### src/rtl/com_player_ai.sv
// com_player_ai: computer-controlled volleyball player.
// Tracks a delayed copy of the ball in x, jumps when the ball is close
// and high enough, and reports a one-tick smash pulse while airborne.
// Optional feature macro: COM_AI_SMASH_EN (smash detection present when defined).
module com_player_ai #(
    parameter int SIDE        = 1,
    parameter int NET_X       = 160,
    parameter int GROUND_Y    = 176,
    parameter int LEFT_BOUND  = 165,
    parameter int RIGHT_BOUND = 256,
    parameter int HOME_X      = 210,
    parameter int MOVE_SPEED  = 3,
    parameter int JUMP_FORCE  = 14,
    parameter int GRAVITY     = 1,
    parameter int TOLERANCE   = 5,
    parameter int REACT_DEPTH = 2,
    parameter int JUMP_WIN    = 30,
    parameter int JUMP_Y      = 200,
    parameter int COOLDOWN    = 4,
    parameter int SMASH_DX    = 20,
    parameter int SMASH_DY    = 40
) (
    input  logic       clk,
    input  logic       rst,
    input  logic       enable,
    input  logic [1:0] level,
    input  logic [9:0] ball_x,
    input  logic [9:0] ball_y,
    output logic [9:0] pos_x,
    output logic [9:0] pos_y,
    output logic       is_smash,
    output logic       airborne,
    output logic [1:0] state
);

    typedef enum logic [1:0] {
        ST_GROUND = 2'd0,
        ST_AIR    = 2'd1,
        ST_LAND   = 2'd2
    } state_t;

    // Tap index of the delay line; depth 0 bypasses the line entirely.
    localparam int DIDX = (REACT_DEPTH == 0) ? 0 : REACT_DEPTH - 1;

    function automatic logic [9:0] absdiff(input logic [9:0] a, input logic [9:0] b);
        absdiff = (a > b) ? (a - b) : (b - a);
    endfunction

    state_t             state_q, state_d;
    logic [9:0]         pos_x_q, pos_x_d;
    logic [9:0]         pos_y_q, pos_y_d;
    logic signed [10:0] vel_y_q, vel_y_d;
    logic [7:0]         cool_q, cool_d;
    logic               airborne_q;
    logic [2:0]         fill_q;
    logic [9:0]         dlx_q [0:7];
    logic [9:0]         dly_q [0:7];

    logic [9:0]         bx_d_s, by_d_s;
    logic               full_s, own_s, jump_ok_s, land_s;
    logic               move_r_s, move_l_s;
    logic [10:0]        tgt_s, step_s, px_ext_s;
    logic signed [10:0] ny_s;

    // Reaction delay line and fill counter; both advance only on enabled ticks.
    always_ff @(posedge clk) begin
        if (rst) begin
            fill_q <= 3'd0;
            for (int i = 0; i < 8; i++) begin
                dlx_q[i] <= 10'd0;
                dly_q[i] <= 10'd0;
            end
        end else if (enable) begin
            if (!full_s) begin
                fill_q <= fill_q + 3'd1;
            end else begin
                fill_q <= fill_q;
            end
            dlx_q[0] <= ball_x;
            dly_q[0] <= ball_y;
            for (int i = 1; i < 8; i++) begin
                dlx_q[i] <= dlx_q[i-1];
                dly_q[i] <= dly_q[i-1];
            end
        end else begin
            fill_q <= fill_q;
        end
    end

    // Decision datapath: delayed ball, target x, move direction, jump and landing tests.
    always_comb begin
        if (REACT_DEPTH == 0) begin
            bx_d_s = ball_x;
            by_d_s = ball_y;
        end else begin
            bx_d_s = dlx_q[DIDX];
            by_d_s = dly_q[DIDX];
        end
        full_s    = (fill_q == 3'(REACT_DEPTH));
        own_s     = (SIDE == 1) ? (bx_d_s > 10'(NET_X)) : (bx_d_s < 10'(NET_X));
        tgt_s     = (full_s && own_s) ? {1'b0, bx_d_s} : 11'(HOME_X);
        step_s    = 11'(MOVE_SPEED) * ({9'd0, level} + 11'd1);
        px_ext_s  = {1'b0, pos_x_q};
        move_r_s  = tgt_s > (px_ext_s + 11'(TOLERANCE));
        move_l_s  = (tgt_s + 11'(TOLERANCE)) < px_ext_s;
        jump_ok_s = full_s && own_s && (absdiff(bx_d_s, pos_x_q) < 10'(JUMP_WIN))
                    && (by_d_s < 10'(JUMP_Y));
        ny_s      = $signed({1'b0, pos_y_q}) + vel_y_q;
        land_s    = (ny_s >= $signed(11'(GROUND_Y))) && (vel_y_q > 11'sd0);
    end

    // Next-state logic: x tracking in every state plus the jump FSM.
    always_comb begin
        state_d = state_q;
        pos_x_d = pos_x_q;
        pos_y_d = pos_y_q;
        vel_y_d = vel_y_q;
        cool_d  = cool_q;
        // Bounds are compared in 11 bits so neither direction can wrap.
        if (move_r_s) begin
            if ((px_ext_s + step_s) > 11'(RIGHT_BOUND)) begin
                pos_x_d = 10'(RIGHT_BOUND);
            end else begin
                pos_x_d = pos_x_q + step_s[9:0];
            end
        end else if (move_l_s) begin
            if (px_ext_s < (step_s + 11'(LEFT_BOUND))) begin
                pos_x_d = 10'(LEFT_BOUND);
            end else begin
                pos_x_d = pos_x_q - step_s[9:0];
            end
        end else begin
            pos_x_d = pos_x_q;
        end
        case (state_q)
            ST_GROUND: begin
                if (jump_ok_s) begin
                    state_d = ST_AIR;
                    vel_y_d = 11'(-JUMP_FORCE);
                end else begin
                    state_d = ST_GROUND;
                end
            end
            ST_AIR: begin
                if (land_s) begin
                    pos_y_d = 10'(GROUND_Y);
                    vel_y_d = 11'sd0;
                    state_d = ST_LAND;
                    cool_d  = 8'(COOLDOWN);
                end else begin
                    pos_y_d = ny_s[10] ? 10'd0 : ny_s[9:0];
                    vel_y_d = vel_y_q + 11'(GRAVITY);
                end
            end
            ST_LAND: begin
                if (cool_q <= 8'd1) begin
                    state_d = ST_GROUND;
                end else begin
                    cool_d = cool_q - 8'd1;
                end
            end
            default: begin
                state_d = ST_GROUND;
            end
        endcase
    end

    // Player state registers; reset wins over enable, disabled ticks freeze everything.
    always_ff @(posedge clk) begin
        if (rst) begin
            state_q    <= ST_GROUND;
            pos_x_q    <= 10'(HOME_X);
            pos_y_q    <= 10'(GROUND_Y);
            vel_y_q    <= 11'sd0;
            cool_q     <= 8'd0;
            airborne_q <= 1'b0;
        end else if (enable) begin
            state_q    <= state_d;
            pos_x_q    <= pos_x_d;
            pos_y_q    <= pos_y_d;
            vel_y_q    <= vel_y_d;
            cool_q     <= cool_d;
            airborne_q <= (state_d == ST_AIR);
        end else begin
            state_q    <= state_q;
            airborne_q <= airborne_q;
        end
    end

`ifdef COM_AI_SMASH_EN
    logic used_q, used_d, smash_hit_s, smash_q;

    // Smash detection against the live ball; a landing on the same tick suppresses it.
    always_comb begin
        smash_hit_s = 1'b0;
        used_d      = used_q;
        if (state_q == ST_GROUND) begin
            used_d = jump_ok_s ? 1'b0 : used_q;
        end else if ((state_q == ST_AIR) && !land_s && !used_q
                     && (absdiff(ball_x, pos_x_q) < 10'(SMASH_DX))
                     && (absdiff(ball_y, pos_y_q) < 10'(SMASH_DY))) begin
            smash_hit_s = 1'b1;
            used_d      = 1'b1;
        end else begin
            used_d = used_q;
        end
    end

    // Smash pulse register and one-per-jump flag; pulse is forced low on disabled ticks.
    always_ff @(posedge clk) begin
        if (rst) begin
            used_q  <= 1'b0;
            smash_q <= 1'b0;
        end else if (enable) begin
            used_q  <= used_d;
            smash_q <= smash_hit_s;
        end else begin
            used_q  <= used_q;
            smash_q <= 1'b0;
        end
    end

    assign is_smash = smash_q;
`else
    assign is_smash = 1'b0;
`endif

    assign pos_x    = pos_x_q;
    assign pos_y    = pos_y_q;
    assign state    = state_q;
    assign airborne = airborne_q;

endmodule

### config.mk
export PLATFORM = sky130hd
export DESIGN_NAME = com_player_ai
export DESIGN_NICKNAME = d
export VERILOG_FILES = /design/src/rtl/com_player_ai.sv
export SDC_FILE = /design/constraint.sdc
export NUM_CORES = 1
export LEC_CHECK = 0
export ABC_CLOCK_PERIOD_IN_PS = 4400
export BUFFER_PORTS_ARGS = -buffer_cell sky130_fd_sc_hd__buf_2
export CORE_ASPECT_RATIO = 1.2
export CORE_UTILIZATION = 55
export DETAILED_ROUTE_END_ITERATION = 7
export GPL_TIMING_DRIVEN = 0
export PLACE_DENSITY = 0.74
export SETUP_SLACK_MARGIN = 0.05
export SLEW_MARGIN = 20
export SYNTH_ARGS = -nofsm -noshare
export SYNTH_HDL_FRONTEND = slang
export SYNTH_SLANG_ARGS = --single-unit
### constraint.sdc
create_clock -name clk -period 4.4 [get_ports clk]
set_input_delay 0 -clock clk [delete_from_list [all_inputs] [get_ports clk]]
set_output_delay 0 -clock clk [all_outputs]
set_load 0.01 [all_outputs]
# Yosys cells after proc, flatten, opt, wreduce, memory -nomap -nowiden
# Memory sizes are Yosys's and may differ from the RTL's.
# Index checks and enable logic that the tools add are counted.
[classes]
n_addsub = 13
n_mul = 1
div = 0
n_lt_le_gt_ge = 11
eq_ne = 7
n_shift = 0
mux = 39
n_bitwise = 17
n_reduce_logical = 13
[op_table]
columns = ["op", "count"]
rows = [
  ["10-bit 2-to-1 mux", 24],
  ["10-bit by 3-bit adder with 11-bit output, second input constant", 2],
  ["11-bit 2-to-1 mux", 2],
  ["11-bit case mux with 2 select lines", 1],
  ["10-bit subtractor", 2],
  ["8-bit 2-to-1 mux", 2],
  ["1-bit OR", 16],
  ["8-bit case mux with 2 select lines", 1],
  ["10-bit by 5-bit adder with 11-bit output", 1],
  ["11-bit adder", 1],
  ["11-bit by 2-bit adder with 11-bit output, second input constant", 1],
  ["11-bit by 9-bit >= comparator with 1-bit output, second input constant", 1],
  ["10-bit by 11-bit > comparator with 1-bit output", 1],
  ["11-bit by 1-bit > comparator with 1-bit output, second input constant", 1],
  ["11-bit by 9-bit > comparator with 1-bit output, second input constant", 1],
  ["11-bit by 10-bit less-than comparator with 1-bit output", 1],
  ["10-bit by 5-bit adder with 10-bit output", 1],
  ["10-bit > comparator", 1],
  ["10-bit by 8-bit > comparator with 1-bit output, second input constant", 1],
  ["10-bit by 5-bit less-than comparator with 1-bit output, second input constant", 1],
  ["10-bit by 8-bit less-than comparator with 1-bit output, second input constant", 1],
  ["10-bit by 9-bit less-than comparator with 1-bit output", 1],
  ["10-bit by 5-bit subtractor with 10-bit output", 1],
  ["5-bit by 8-bit adder with 9-bit output, second input constant", 1],
  ["19 further kinds", 35],
]
[word_totals]
register_bits = 45
latchBits = 0
mem_bits_rw = 160
mem_bits_ro = 0
in_bits = 25
out_inout_bits = 24
word_cells = 110
mem_count = 2
[memory_table]
columns = ["memory", "depth", "width", "rd", "rd_ports_with_merged_regs", "write_ports", "line_no", "text"]
rows = [
  ["dlx_q", 8, 10, 7, 0, 8, "56", "logic [9:0] dlx_q [0:7];"],
  ["dly_q", 8, 10, 7, 0, 8, "57", "logic [9:0] dly_q [0:7];"],
]

# Depth between registers and ports, before layout
# Gate-level depths: netlist of run 1.
# An unclocked memory read counts as a cell.
[depth]
depth_word = 9
ltp_mapped = 22

# Least setup slack after synthesis of run 1
# Ideal clock, no wire load.
[synth_timing]
kind = "reg2reg"
startpoint = "memory dlx_q[1][1] (netlist: dlx_q[0][11])"
endpoint = "register pos_x_q[6] (netlist: pos_x[6])"
setup_ps = 122
arrival_time_ps = 3841
required_time_ps = 4278
slack_ps = 437
path_stages_with_launch = 22
period_less_slack_ps = 3963
path_cell_list = "edfxtp_1 > nor4_1 > a21oi_1 > o21ai_0 > a21oi_1 > clkbuf_1 > nand2_1 > ha_1 > nor2_1 > nor2_1 > nand3_1 > or3_1 > a21oi_1 > ha_1 > a21o_1 > a21oi_1 > o21ai_0 > o21ai_0 > and2_1 > clkbuf_1 > o21ai_0 > a221o_1"
[synth_lines]
columns = ["item", "line_no", "text"]
rows = [
  ["from (decl)", "56", ""],
  ["to (signal assigned)", "172", "pos_x_q <= 10'(HOME_X);"],
  ["to (signal assigned)", "179", "pos_x_q <= pos_x_d;"],
  ["to (decl)", "50", "logic [9:0] pos_x_q, pos_x_d;"],
]

# Final worst setup path of run 1
[layout_timing]
startpoint = "register pos_x_q[6] (netlist: pos_x[6])"
endpoint = "register vel_y_q[9]"
[layout_via]
elab_chain_len = 7
[layout_rtl]
columns = ["item", "line_no", "text"]
rows = [
  ["10-bit subtractor or 10-bit > comparator (tied branches)", "46", "absdiff = (a > b) ? (a - b) : (b - a);"],
  ["10-bit 2-to-1 mux (*)", "46", ""],
  ["10-bit by 5-bit less-than comparator with 1-bit output (*)", "106", "jump_ok_s = full_s && own_s && (absdiff(bx_d_s, pos_x_q) < 10'(JUMP_WIN))"],
  ["1-bit logical AND (*)", "106", ""],
  ["1-bit logical AND (*)", "107", "&& (by_d_s < 10'(JUMP_Y));"],
  ["2-bit inequality test (no line) (*)", "--", ""],
  ["3-bit AND reduction (no line) (*)", "--", ""],
  ["to (signal assigned)", "181", "vel_y_q <= vel_y_d;"],
  ["to (decl)", "52", "logic signed [10:0] vel_y_q, vel_y_d;"],
]
# Every way passes the cells marked *; elsewhere a longest branch is shown, timed or not.
# A chain may end at the register's enable or synchronous reset.

==> results of run 1 <==
[final timing paths]
kind	end	slack [ps]	cells past startpoint
worst max-delay path	vel_y_q[9]	230	12
worst max register to register	vel_y_q[9]	230	12
worst min-delay path	vel_y_q[5]	170	3
worst min register to register	cool_q[7]	480	1
[power by group]
part           internal (mW)  leakage [nW]  switching (mW)  total (mW)
Clock                  0.498         0.153           0.303       0.801
Sequential             0.817         0.735          0.0805       0.898
Combinational          0.538          2.36           0.794        1.33
[cell usage after synthesis (4+ instances only)]
cell type | count | area share, %
and3_1 | 8 | 0.75
a21oi_1 | 52 | 3.9
o211ai_1 | 9 | 1.0
nor2_1 | 61 | 3.4
clkbuf_1 | 21 | 1.2
a31oi_1 | 7 | 0.66
nor4_1 | 12 | 1.1
o21a_1 | 7 | 0.79
o21ai_0 | 41 | 3.1
o21bai_1 | 7 | 0.79
xnor2_1 | 27 | 3.5
buf_2 | 6 | 0.45
inv_1 | 51 | 2.9
o31ai_1 | 5 | 0.56
a221o_1 | 5 | 0.75
fa_1 | 5 | 1.5
nand2_1 | 57 | 3.2
ha_1 | 80 | 15
dfxtp_1 | 45 | 14
xor2_1 | 8 | 1.1
nand3_1 | 18 | 1.4
nand3b_1 | 8 | 0.90
nor2b_1 | 15 | 1.4
o21ai_1 | 5 | 0.38
or3_1 | 5 | 0.47
edfxtp_1 | 34 | 15
or2_2 | 6 | 0.56
o41ai_1 | 4 | 0.53
nor3_1 | 14 | 1.1
and2_1 | 44 | 4.1
nand4_1 | 5 | 0.47
a22oi_1 | 5 | 0.56
a21o_1 | 13 | 1.5
a211oi_1 | 9 | 1.0
nand2b_1 | 15 | 1.4
a221oi_1 | 5 | 0.66
[cell type report]
type	instances	area [um2]
plain buffers	31	160.2
clock buffers	9	225.2
clock inverters	7	97.59
fillers	990	4010
inverters	51	191.4
multi-input cells	623	4428
flip-flops and latches	79	1923
well taps	157	196.4
repair buffers	68	442.9
[what timing repair did]
action,in CTS,in global routing
setup endpoints to repair,10,23
hold endpoints to repair,17,0
pin swaps,0,1
gates cloned,0,0
setup buffers,4,3
hold buffers,17,0
gates resized for setup,2,20
[kinds of logic (layout without fill, tap and decap cells)]
logic type / after synthesis / in the layout / share of synthesized area [%]
xor+xnor: 35 / 35 / 4.600
mux: 3 / 3 / 0.4694
fa+ha+maj: 85 / 85 / 16.52
buf+inv: 83 / 166 / 5.238
flops: 79 / 79 / 28.84
other cells: 1 / 1 / 0.05627
simple gates: 287 / 287 / 22.70
compound gates: 212 / 212 / 21.57
[state kept, by name, indices dropped and copies added, names as in the netlist]
name      flops
dlx_q        20
dly_q        14
vel_y_q      11
airborne      1
state         2
fill_q        3
cool_q        8
pos_x        10
pos_y        10
[metrics by stage]
| stage | hold slack (ps) | setup TNS (ps) | setup slack [ps] | power (mW) |
|---|---|---|---|---|
| after floorplan | 198.2 | 0 | 436.7 | 1.841 |
| after global placement | 274.7 | -2635 | -495.3 | 2.129 |
| after detailed placement | 279.8 | -2702 | -503.6 | 2.175 |
| after CTS | 138.6 | 0 | 21.85 | 2.991 |
| after global routing | 168.2 | -32.32 | -32.32 | 3.218 |
| final | 165.1 | 0 | 228.6 | 3.030 |
[worst max-delay path, cell delays in order, from the launching register on]
cell      delay (ps)
dfxtp_1          490
clkbuf_1         350
inv_1            210
ha_1             440
nand4_1          260
a21oi_1          380
nand2_2          220
a311oi_2         380
o22ai_1          150
or4b_4           560
o21ai_4          280
o311a_1          260
o31ai_2           60
[metal layers]
layer | GRT usage, % | wire [um]
met1 | 32.81 | 7346
met5 | 0 | 0
met3 | 3.986 | 704
met4 | 8.750 | 312
met2 | 49.67 | 8433
[cells in the final DEF, fill, tap and decap left out, drive strengths merged, types with 5 or more instances in the layout]
cell | synthesis | layout
ha | 80 | 80
buf | 11 | 63
nor2 | 62 | 62
nand2 | 58 | 58
a21oi | 53 | 53
inv | 51 | 51
o21ai | 47 | 47
and2 | 46 | 46
dfxtp | 45 | 45
edfxtp | 34 | 34
clkbuf | 21 | 28
xnor2 | 27 | 27
nand3 | 19 | 19
dlygate4sd3 | 0 | 17
nand2b | 15 | 15
nor2b | 15 | 15
a21o | 14 | 14
nor3 | 14 | 14
nor4 | 12 | 12
a211oi | 11 | 11
and3 | 10 | 10
o211ai | 9 | 9
xor2 | 8 | 8
nand3b | 8 | 8
o21a | 8 | 8
a31oi | 7 | 7
o21bai | 7 | 7
or2 | 6 | 6
o31ai | 6 | 6
a221oi | 6 | 6
or3 | 5 | 5
a22oi | 5 | 5
nand4 | 5 | 5
a221o | 5 | 5
fa | 5 | 5
==> run metrics, run 1 <==
n_diodes=0; pin slew with the least headroom to its limit=1079 ps; Post-Syn Area=6664 um2; port bufs=44; wire per inst=16.39 um; Top FF cell, synth=dfxtp_1; Die ar.=12560 um2; critical path peak fanout=10; asr flop ratio synth=0%; critical path type=flip-flop to flip-flop; Crit Reg-Reg Startpoint=pos_x[6]; hold path startpoint=rst; First DRT Iteration DRCs=332; Worst IR Drop VDD=0.0003001 V; #FFs+latches synth=79; Initial Utilization=57.08%; Overall Global Routing Usage=27.41%; Hold Crit Class=input pin to flip-flop; Synth Warn #=0; Tcrit/Tclk final=94.81%; status=complete, no violations; Core Rows=43; Final Skew=10.28 ps; max cap viols=0; Period minus WS final=4171 ps; Layout Cells excl Fill=1025; placed cell areas=7081 um2; Pre-antenna DRT Iters=5; Syn Nets=895; CP arrival=4390 ps; floorplan core area=11670 um2; Final setup viols=0; RSZ-0062 raised after global routing=yes; Via density=5.972; Mapped Cells=785; CTS buffer count=9; height of the die=122.6 um; count of cell types in the netlist=80; I/O pins=49; Critical Path Source Type=flip-flop; Fmax achieved=239.7 MHz; Core Util, Final=65.65%; final hold viol count=0; placed cells=986; Final Cell Area=7665 um2; syn_area_per_cell=8.489 um2; final WL=16800 um; routed via count=6121; DRC=0; Layout area overhead=15.02%; Worst Setup SP=pos_x[6]; nets=973; initial antenna violation count=0; layout cells sized above 1=13.48%; vias in the first global route=5836; Pwr per Cell Area=395.4 nW/um2; Root Driver=clkbuf_16; die width=102.5 um; sequential share of the synthesized area=28.84%; global-route wire length before repair=27060 um; Setup crit end kind=flip-flop; grt ovf=0; number of synthesized flops with an enable pin=34; Longest Clk Path Bufs=2; Final Max Tran Viols=0; Clock transition at path regs=70 ps; worst-skew pair later-pin latency=340 ps; Clock Sinks=79; antenna violation net count after detailed routing=0; max_slew headroom=27.53%; data required time of the worst path=4620 ps; H-tree levels=3; largest net degree at the start of global routing=35; Final HPWL DP=12380 um; gpl congestion=0.9261; Leakage=3.247 nW; CTS tree=yes
Note: power is estimated with default switching activity, not from simulation.
==> run 2, diff against run 1 <==
Settings changed: CTS_BUF_LIST set to sky130_fd_sc_hd__clkbuf_8.
==> run metrics, run 2 (synthesis gave the netlist of run 1 again) <==
status=complete, no violations; Clock transition at path regs=90 ps; Layout area overhead=13.50%; Pre-antenna DRT Iters=5; vias in the first global route=5822; busiest grt layer=met2; Core Rows=43; met2 usage=48.54%; n_diodes=0; RSZ-0062 raised after global routing=yes; Critical Path Source Type=flip-flop; wire per inst=16.24 um; gpl congestion=0.9261; critical path type=flip-flop to flip-flop; Setup crit end kind=flip-flop; layout cells sized above 1=13.48%; data required time of the worst path=4660 ps; max cap viols=0; commonest non-fill, non-tap cells in the layout=ha_1 (80), nor2_1 (60), nand2_1 (56); Leakage=3.201 nW; Tcrit/Tclk final=94.24%; First DRT Iteration DRCs=308; Worst Setup SP=pos_x[6]; Hold Crit Class=input pin to flip-flop; Clock Sinks=79; height of the die=122.6 um; Final setup viols=0; Final HPWL DP=12380 um; Die ar.=12560 um2; CTS buffer count=9; DRC=0; Period minus WS final=4147 ps; Worst IR Drop VDD=0.0002940 V; port bufs=44; placed cell areas=7081 um2; final WL=16650 um; global-route wire length before repair=26800 um; met1 global-route usage=32.58%; largest net degree at the start of global routing=35; Final Cell Area=7564 um2; critical path peak fanout=10; Reg with most FFs=dlx_q; commonest non-fill, non-tap cell in the layout=ha_1; Final Skew=13.84 ps; final hold viol count=0; Pwr per Cell Area=373.0 nW/um2; hold path startpoint=rst; H-tree levels=3; Longest Clk Path Bufs=2; Min Hold Slack=121.5 ps; CTS tree=yes; max_slew headroom=29.92%; initial antenna violation count=0; Overall Global Routing Usage=27.27%; antenna violation net count after detailed routing=0; routed via count=6124; Largest register FFs=20; pin slew with the least headroom to its limit=1043 ps; I/O pins=49; M3 GR Usage=4.043%; Initial Utilization=57.08%; floorplan core area=11670 um2; CP arrival=4400 ps; Via density=5.975; Crit Reg-Reg Startpoint=pos_x[6]; Root Driver=clkbuf_8; worst-skew pair later-pin latency=370 ps; grt ovf=0; Largest regs=dlx_q x20, dly_q x14, vel_y_q x11; Fmax achieved=241.2 MHz; die width=102.5 um; nets=973; Final Max Tran Viols=0
## run 2: changes by cell type in the layout (fill, tap and decap cells not counted)
cell and change:
clkbuf_16 -9, clkbuf_8 +9
## run 2: final timing paths
check          endpoint  slack, ps  cells past startpoint
max          vel_y_q[9]        250                     13
max reg2reg  vel_y_q[9]        250                     13
min reg2reg   cool_q[7]        480                      1
min          vel_y_q[4]        120                      3
## run 2: where the power goes
| group | internal, mW | switching (mW) |
|---|---|---|
| Sequential | 0.816 | 0.0797 |
| Combinational | 0.538 | 0.787 |
| Clock | 0.320 | 0.280 |
## run 2: layout make-up
class                           count  area, um2
Multi-Input combinational cell    623       4428
Tap cell                          157      196.4
Buffer                             31      160.2
Fill cell                        1008       4111
Sequential cell                    79       1923
Clock buffer                        9      123.9
Inverter                           51      191.4
Timing Repair Buffer               68      442.9
Clock inverter                      7      97.59
## run 2: per-stage QoR
stage | total power [mW] | util [%] | std cells | setup slack [ps] | TNS, ps
after detailed placement | 2.175 | 60.65 | 986 | -503.6 | -2702
after global routing | 3.010 | 64.78 | 1025 | -38.92 | -38.92
after CTS | 2.791 | 64.25 | 1022 | 30.54 | 0
after floorplan | 1.841 | - | 785 | 436.7 | 0
final | 2.821 | 64.78 | 1025 | 253.4 | 0
after global placement | 2.129 | 60.65 | 986 | -495.3 | -2635
## run 2: what timing repair did
item,4_1_cts,5_1_grt
endpoints found under the hold margin,17,0
setup buffers,4,3
endpoints found under the setup margin,10,23
pin swaps,0,1
resized for setup,2,20
hold buffers,17,0
## run 2: critical path, cell delays in order (launching register included)
cell and delay (ps):
dfxtp_1 500, clkbuf_1 360, inv_1 210, ha_1 440
nand4_1 250, nor3_2 340, a21o_1 210, a211oi_1 100
a311oi_2 350, o22ai_1 130, or4b_4 570, o21ai_4 270
o311a_1 240, o31ai_2 60
## run 2: routing by layer
layer	wire length, um	part of all wire [%]
met5	0	0
met4	334	2.0
met3	822	4.9
met2	8304	50
met1	7186	43
==> run 3, diff against run 2 <==
Settings changed: CORE_UTILIZATION 55 to 45, PLACE_DENSITY 0.74 to not set.
==> run metrics, run 3 (synthesis gave the netlist of run 1 again) <==
status=complete, no violations; Layout Cells excl Fill=1047; CTS tree=yes; Root Driver=clkbuf_8; Layout area overhead=14.03%; Initial Utilization=46.23%; Tcrit/Tclk final=93.93%; Hold Crit Class=input pin to flip-flop; final WL=17180 um; vias in the first global route=5761; die width=113.1 um; H-tree levels=3; CP arrival=4390 ps; Via density=5.686; Final Max Tran Viols=0; placed cells=1004; Final setup viols=0; final hold viol count=0; Reg with most FFs=dlx_q; gpl congestion=0.8939; Core Rows=48; Fmax achieved=241.9 MHz; height of the die=135.3 um; Largest register FFs=20; commonest non-fill, non-tap cells in the layout=ha_1 (80), nor2_1 (60), nand2_1 (57); Clock Sinks=79; largest net degree at the start of global routing=35; layout cells sized above 1=13.76%; Critical Path Source Type=flip-flop; crit-path most repeated cell=a21oi_1; floorplan core area=14410 um2; Largest regs=dlx_q x20, dly_q x14, vel_y_q x11; critical path buffer and inverter count=1; slowest cell delay on critical path=440 ps; Setup crit end kind=flip-flop; CP cell instances=nor4_1, a21oi_1, o21ai_1, a21oi_2, clkbuf_4, nand2_1, ha_1, nor2_1, nor2_2, nand3_2, or3_1, a21oi_1, ha_1, a21o_1, a21oi_1, o21ai_0, o21ai_2, and2_4, o21ai_0, a221o_1; Die ar.=15300 um2; critical path peak fanout=10; Pre-antenna DRT Iters=5; wire per inst=16.41 um; Final Skew=15.25 ps; kind of cell adding the most delay to the critical path=compound AO/OA/AOI/OAI gates; max_slew headroom=45.07%; First DRT Iteration DRCs=245; Clock transition at path regs=90 ps; Worst IR Drop VDD=0.0001733 V; I/O pins=49; pin slew with the least headroom to its limit=822.2 ps; Period minus WS final=4133 ps; max cap viols=0; Longest Clk Path Bufs=2; global-route wire length before repair=28000 um; antenna violation net count after detailed routing=0; initial antenna violation count=0; placed cell areas=7103 um2; Final HPWL DP=12820 um; Final Cell Area=7599 um2; critical path type=flip-flop to flip-flop; n_diodes=0; Overall Global Routing Usage=23.25%; RSZ-0062 raised after global routing=yes; CTS buffer count=9; port bufs=44; nets=977; data required time of the worst path=4650 ps; worst-skew pair later-pin latency=370 ps; routed via count=5953; commonest non-fill, non-tap cell in the layout=ha_1; Pwr per Cell Area=373.9 nW/um2; CP max stage cell=edfxtp_1; DRC=0; grt ovf=0; Leakage=3.210 nW
## run 3: cell types whose count changed in the layout (fill, tap and decap cells not counted), sizes merged
cell / change
clkbuf: +1
nand2: +1
buf: +2
clkinv: -2
clkinvlp: +2
## run 3: layout make-up
class	instances	area, um2
fill	1389	6815
timing repair buffer	71	465.4
inverter	51	191.4
clock inverter	7	87.58
sequential	79	1923
clock buffer	9	123.9
buffer	31	161.4
tap	175	219.0
multi-input combinational	624	4427
## run 3: metrics by stage
step | hold slack [ps] | worst slack (ps) | setup TNS (ps) | total power [mW] | utilization (%)
after global placement | 275.7 | -546.7 | -3127 | 2.151 | 49.28
after detailed placement | 279.5 | -600.3 | -3636 | 2.184 | 49.28
after global routing | 134.4 | 43.11 | 0 | 3.061 | 52.72
after floorplan | 198.2 | 436.7 | 0 | 1.841 | -
after CTS | 96.58 | 90.72 | 0 | 2.822 | 52.28
final | 108.8 | 266.9 | 0 | 2.841 | 52.72
## run 3: worst register-to-register path: cells and delay by family (launching register included)
| kind | cells | cell delay, ps |
|---|---|---|
| compound gates | 10 | 1580 |
| simple gates | 7 | 1350 |
| fa+ha+maj | 2 | 470 |
| flops | 1 | 440 |
| buf+inv | 1 | 190 |
## run 3: path summary, 6_finish.rpt
| kind | start | slack, ps | cells after the start | to |
|---|---|---|---|---|
| max | dlx_q[0][11] | 270 | 20 | pos_x[6] |
| max reg2reg | dlx_q[0][11] | 270 | 20 | pos_x[6] |
| min reg2reg | cool_q[7] | 480 | 1 | cool_q[7] |
| min | rst | 110 | 3 | vel_y_q[5] |
## run 3: per-layer routing
metal | share of wire, % | up-vias | routed length (um) | GRT usage, %
met5 | 0 | - | 0 | 0
met4 | 2.0 | 0 | 341 | 9.357
met3 | 4.5 | 26 | 777 | 3.848
met2 | 51 | 147 | 8699 | 40.63
met1 | 43 | 2785 | 7363 | 28.40
li1 | - | 2995 | - | -
## run 3: power by group
part           leakage (nW)  total, mW  internal, mW  switching [mW]
registers             0.735      0.896         0.816          0.0799
logic                  2.38       1.36         0.556           0.800
clock network        0.0965      0.589         0.314           0.275
## run 3: repair_timing
| action | in CTS | in global routing |
|---|---|---|
| pin swaps | 1 | 1 |
| gates cloned | 0 | 1 |
| setup endpoints to repair | 10 | 29 |
| resized for setup | 6 | 16 |
| hold buffers | 17 | 0 |
| setup buffers | 6 | 4 |
| endpoints found under the hold margin | 17 | 0 |
